File: src/rtl/park_occupancy_tracker_if.sv
// park_occupancy_tracker_if: entry/exit requests and occupancy status of the parking tracker.
interface park_occupancy_tracker_if;
   logic       entry;
   logic [2:0] park_number;
   logic       exit;
   logic [2:0] exit_slot;
   logic [7:0] parking_capacity;
   logic       gate_open;
   logic [2:0] assigned_slot;
   logic [3:0] occupied_count;
   logic       full;
   logic       err;
   modport master (
      output entry, park_number, exit, exit_slot,
      input  parking_capacity, gate_open, assigned_slot, occupied_count, full, err
   );
   modport slave (
      input  entry, park_number, exit, exit_slot,
      output parking_capacity, gate_open, assigned_slot, occupied_count, full, err
   );
endinterface

File: src/rtl/park_occupancy_tracker.sv
// park_occupancy_tracker: admits cars on entry edges, tracks slot bitmap, times the gate.
// Define PARK_EXIT_CHECK_EN to flag exits on free slots through err.
module park_occupancy_tracker #(
   parameter int GATE_CYCLES = 4
) (
   input logic clk,
   input logic reset,
   park_occupancy_tracker_if.slave p
);
   typedef enum logic [1:0] {IDLE, ASSIGN, OPEN} state_t;
   state_t     state, state_nx;
   logic       entry_q;
   logic [3:0] timer;
   logic       req;
   logic       exit_ok;
   logic [7:0] cap_nx;
   logic [3:0] cnt_nx;
   assign req = p.entry & ~entry_q;
   assign p.full = p.occupied_count == 4'd8;
   assign p.gate_open = state == OPEN;
   always_comb begin
      state_nx = state == IDLE   ? ((req && !p.full) ? ASSIGN : IDLE) :
                 state == ASSIGN ? OPEN :
                 (timer == 4'd1 ? IDLE : OPEN);
      // exits on free slots never touch the bitmap; the ASSIGN set is applied last so it wins
      exit_ok = p.exit & p.parking_capacity[p.exit_slot];
      cap_nx = (p.parking_capacity & ~({7'd0, exit_ok} << p.exit_slot))
             | ({7'd0, state == ASSIGN} << p.park_number);
      cnt_nx = 4'($countones(cap_nx));
   end
   always_ff @(posedge clk) begin
      if (reset) begin
         state              <= IDLE;
         entry_q            <= 1'b0;
         timer              <= 4'd0;
         p.parking_capacity <= 8'h00;
         p.occupied_count   <= 4'd0;
         p.assigned_slot    <= 3'd0;
      end else begin
         state              <= state_nx;
         entry_q            <= p.entry;
         timer              <= state == ASSIGN ? 4'(GATE_CYCLES) : state == OPEN ? timer - 4'd1 : timer;
         p.parking_capacity <= cap_nx;
         p.occupied_count   <= cnt_nx;
         if (state == ASSIGN) p.assigned_slot <= p.park_number;
      end
   end
`ifdef PARK_EXIT_CHECK_EN
   always_ff @(posedge clk) begin
      if (reset) p.err <= 1'b0;
      else p.err <= p.exit & ~p.parking_capacity[p.exit_slot];
   end
`else
   assign p.err = 1'b0;
`endif
endmodule

File: src/flat_wrapper.sv
// flat-port wrapper written by rule: the top's interface ports become plain ports
module park_occupancy_tracker_flat 
#(
   parameter int GATE_CYCLES = 4
)
  (clk, reset, p_entry, p_park_number, p_exit, p_exit_slot, p_parking_capacity, p_gate_open, p_assigned_slot, p_occupied_count, p_full, p_err);
  park_occupancy_tracker_if p_i ();
  input logic clk;
  input logic reset;
  input wire logic [$bits(p_i.entry)-1:0] p_entry;
  input wire logic [$bits(p_i.park_number)-1:0] p_park_number;
  input wire logic [$bits(p_i.exit)-1:0] p_exit;
  input wire logic [$bits(p_i.exit_slot)-1:0] p_exit_slot;
  output wire logic [$bits(p_i.parking_capacity)-1:0] p_parking_capacity;
  output wire logic [$bits(p_i.gate_open)-1:0] p_gate_open;
  output wire logic [$bits(p_i.assigned_slot)-1:0] p_assigned_slot;
  output wire logic [$bits(p_i.occupied_count)-1:0] p_occupied_count;
  output wire logic [$bits(p_i.full)-1:0] p_full;
  output wire logic [$bits(p_i.err)-1:0] p_err;
  assign p_i.entry = p_entry;
  assign p_i.park_number = p_park_number;
  assign p_i.exit = p_exit;
  assign p_i.exit_slot = p_exit_slot;
  assign p_parking_capacity = p_i.parking_capacity;
  assign p_gate_open = p_i.gate_open;
  assign p_assigned_slot = p_i.assigned_slot;
  assign p_occupied_count = p_i.occupied_count;
  assign p_full = p_i.full;
  assign p_err = p_i.err;
  park_occupancy_tracker #(.GATE_CYCLES(GATE_CYCLES)) u_core (.clk(clk), .reset(reset), .p(p_i));
endmodule
File: config.mk
export PLATFORM = sky130hd
export DESIGN_NAME = park_occupancy_tracker_flat
export DESIGN_NICKNAME = d
export VERILOG_FILES = /design/src/rtl/park_occupancy_tracker_if.sv /design/src/rtl/park_occupancy_tracker.sv /design/src/flat_wrapper.sv
export SDC_FILE = /design/constraint.sdc
export NUM_CORES = 1
export LEC_CHECK = 0
export CAP_MARGIN = 10
export CORE_MARGIN = 1
export CORE_UTILIZATION = 51
export DETAILED_ROUTE_END_ITERATION = 6
export PLACE_DENSITY = 0.85
export RECOVER_POWER = 100
export REMOVE_ABC_BUFFERS = 1
export SYNTH_ARGS = -nofsm -noshare
export SYNTH_HDL_FRONTEND = slang
export SYNTH_SLANG_ARGS = --single-unit
File: constraint.sdc
create_clock -name clk -period 9.2 [get_ports clk]
set_input_delay 1.84 -clock clk [delete_from_list [all_inputs] [get_ports clk]]
set_output_delay 1.84 -clock clk [all_outputs]
set_load 0.02 [all_outputs]
==> impl_metrics.tcl <==
set metrics [dict create \
    status "finished clean" \
    netlist_area_um2 1150 \
    worst_slew_pin_slew_ns 0.842 \
    yosysUniqueCellTypes 33 \
    rows 16 \
    max_clock_freq_mhz 210 \
    yosys_register_bits 22 \
    crit_path_start_kind "input port" \
    rsz0062_at_grt "false" \
    syn_inst 116 \
    min_period_ns 4.76 \
    min_path_type "flop to flop" \
    cts-htree-levels 1 \
    ir_worst_vdd_mv 0.0846 \
    cpMostUsedCell "fa_1" \
    viasPerCell 5.32 \
    dieArea_um2 2460 \
    drc 0 \
    cts_tree "done" \
    finalMaxSlewViolations 0 \
    cts_root_buffer "clkbuf_4" \
    yosys-top-cells-area "dfxtp_1 (38%), ha_1 (12%), fa_1 (6.9%)" \
    grt_antenna_before_repair 0 \
    cap_violations 0 \
    synth_common_cells "dfxtp_1 (22), ha_1 (11), inv_1 (9), nor2b_1 (9), nand2b_1 (7)" \
    end_kind "flop" \
    dpl.hpwl_um 1840 \
    grt.total_usage 0.212 \
    coreArea_um2 2040 \
    drt-initial-drc-count 7 \
    nFillCells 163 \
    leakage_nw 0.648 \
    yosysWarnings 0 \
    wl_um 2280 \
    required_ns 9.38 \
    fin_skew_ns 0.00677 \
    critPathArrivalTime_ns 4.94 \
    hold_viol 0 \
    die_w_um 49.6 \
    start_util 0.565 \
    layout.nets 168 \
    worstReg2RegStart "u_core.state[1]$_SDFF_PP0_" \
    synth_edf_count 0 \
    die_h_um 49.6 \
    port_buffers 26 \
    grt_pass1_vias 915 \
    slowest_delay_ns 0.60 \
    drtAntennaViolNets 0 \
    regToRegSetupSlack_ns 5.78 \
    clk_pin_slew_worst_paths_ns 0.12 \
    min_from "u_core.entry_q$_SDFF_PP0_" \
    yosysSeqAreaShare 0.382 \
    finalCritPeriodShare 0.518 \
    layout-drive-gt1-share 0.0496 \
    grt_pass1_wl_um 3890 \
    grt_max_degree 22 \
    postCtsHoldBufs 0 \
    num_vias 893 \
    startpoint "p_exit_slot[0]" \
    relSlewSlack 0.437 \
    slowest_stage "dlygate4sd3_1" \
    cp_max_fo 6 \
    async_flop_share 0 \
    first_pass_iters 3 \
    cts_setup_buffers 0 \
    holdWs_ns 0.401 \
    grt.overflow.total 0 \
    r2r_cells 12 \
    clk_path_buf_depth 2 \
    diodes 0 \
    clk-insertion-delay-late_ns 0.31 \
    synthToLayoutAreaGrowth_pct 25.7 \
    crit_chain "dlygate4sd3_1, nand2b_1, o21ai_0, nand2_1, ha_1, inv_1, fa_1, inv_1, fa_1, ha_1, fa_1, nor2b_1" \
    avgRoutedWirePerCell_um 13.6 \
    synth_top_area_frac 0.382 \
    cellPowerDensity_nw_per_um2 121 \
    yosysMostFrequentCell "dfxtp_1" \
    routabilityCongestion 0.817 \
    yosysTopAreaCell "dfxtp_1" \
    syn_area_per_cell_um2 9.94 \
    hold_depth 1 \
    ios 28 \
    cts_sinks 22 \
    hold_end "u_core.state[0]$_SDFF_PP0_" \
    synthFlopType "dfxtp_1" \
    setup_viol 0 \
    worst-setup-path-type "input port to flop" \
    fin_tns_setup_ns 0 \
    r2r_end "u_core.p.occupied_count[2]$_SDFF_PP0_" \
    cts_buffers 3 \
    postCtsResizedCells 0 \
]
==> worst max-delay path: cells and delay by family <==
kind | cells | cell delay [ns]
AO/OA/AOI/OAI | 1 | 0.21
buffers and inverters | 3 | 0.73
AND/OR/NAND/NOR | 3 | 0.41
adder cells (fa/ha/maj) | 5 | 1.75
==> cells in the final DEF (no fill, tap or decap), types with 5 or more instances in the layout <==
cell / n
dlygate4sd3_1: 19
a21oi_1: 5
ha_1: 11
nand2b_1: 7
clkdlybuf4s50_1: 7
nand2_1: 6
nor2b_1: 9
inv_1: 9
dfxtp_1: 22
==> logic make-up after synthesis <==
logic type	share of synthesized area
other	0.00325
flip-flops	0.382
adder cells (fa/ha/maj)	0.189
multiplexers	0.0260
buffers and inverters	0.0466
AO/OA/AOI/OAI	0.0846
XOR/XNOR	0.0152
AND/OR/NAND/NOR	0.254
==> worst max-delay path by stage <==
stage               depth (start not counted)                               endpoint
global placement                           12  u_core.p.occupied_count[2]$_SDFF_PP0_
global route                               12  u_core.p.occupied_count[2]$_SDFF_PP0_
finish                                     12  u_core.p.occupied_count[2]$_SDFF_PP0_
floorplan                                  11  u_core.p.occupied_count[2]$_SDFF_PP0_
detailed placement                         12  u_core.p.occupied_count[2]$_SDFF_PP0_
CTS                                        12  u_core.p.occupied_count[2]$_SDFF_PP0_
==> power by group <==
part	switching (W)	internal, W	total [W]
Clock	0.0000281	0.0000153	0.0000433
Sequential	0.00000252	0.0000991	0.000102
Combinational	0.0000162	0.0000148	0.0000310
Total	0.0000467	0.000129	0.000176
==> through the flow <==
stage               total power (W)  area, um2  utilization  setup WS (ns)  std cells
CTS                        0.000178       1450        0.710           4.54        168
global placement           0.000135       1430        0.699           4.29        165
finish                     0.000176       1450        0.710           4.44        168
global route               0.000185       1450        0.710           4.31        168
detailed placement         0.000136       1430        0.699           4.22        165
floorplan                  0.000121       1130            -           4.91        112
==> layer usage <==
layer | track usage | routed length, um
met1 | 0.222 | 981
met2 | 0.401 | 1200
met3 | 0.0309 | 60
met4 | 0.110 | 44
met5 | 0 | 0
==> final cells by class <==
class,count,area [um2],share of cell area
inverter,9,33.8,0.0233
sequential,22,440,0.304
clock buffer,3,22.5,0.0155
tap,27,33.8,0.0233
timing repair buffer,26,260,0.179
multi-input combinational,81,659,0.455
==> flip-flops by register name (all words and copies together) (netlist names) <==
signal,cells
u_core.entry_q,1
u_core.timer,4
u_core.state,2
u_core.p.assigned_slot,3
u_core.p.parking_capacity,8
u_core.p.occupied_count,4
Power figures use the tool's default switching activity.
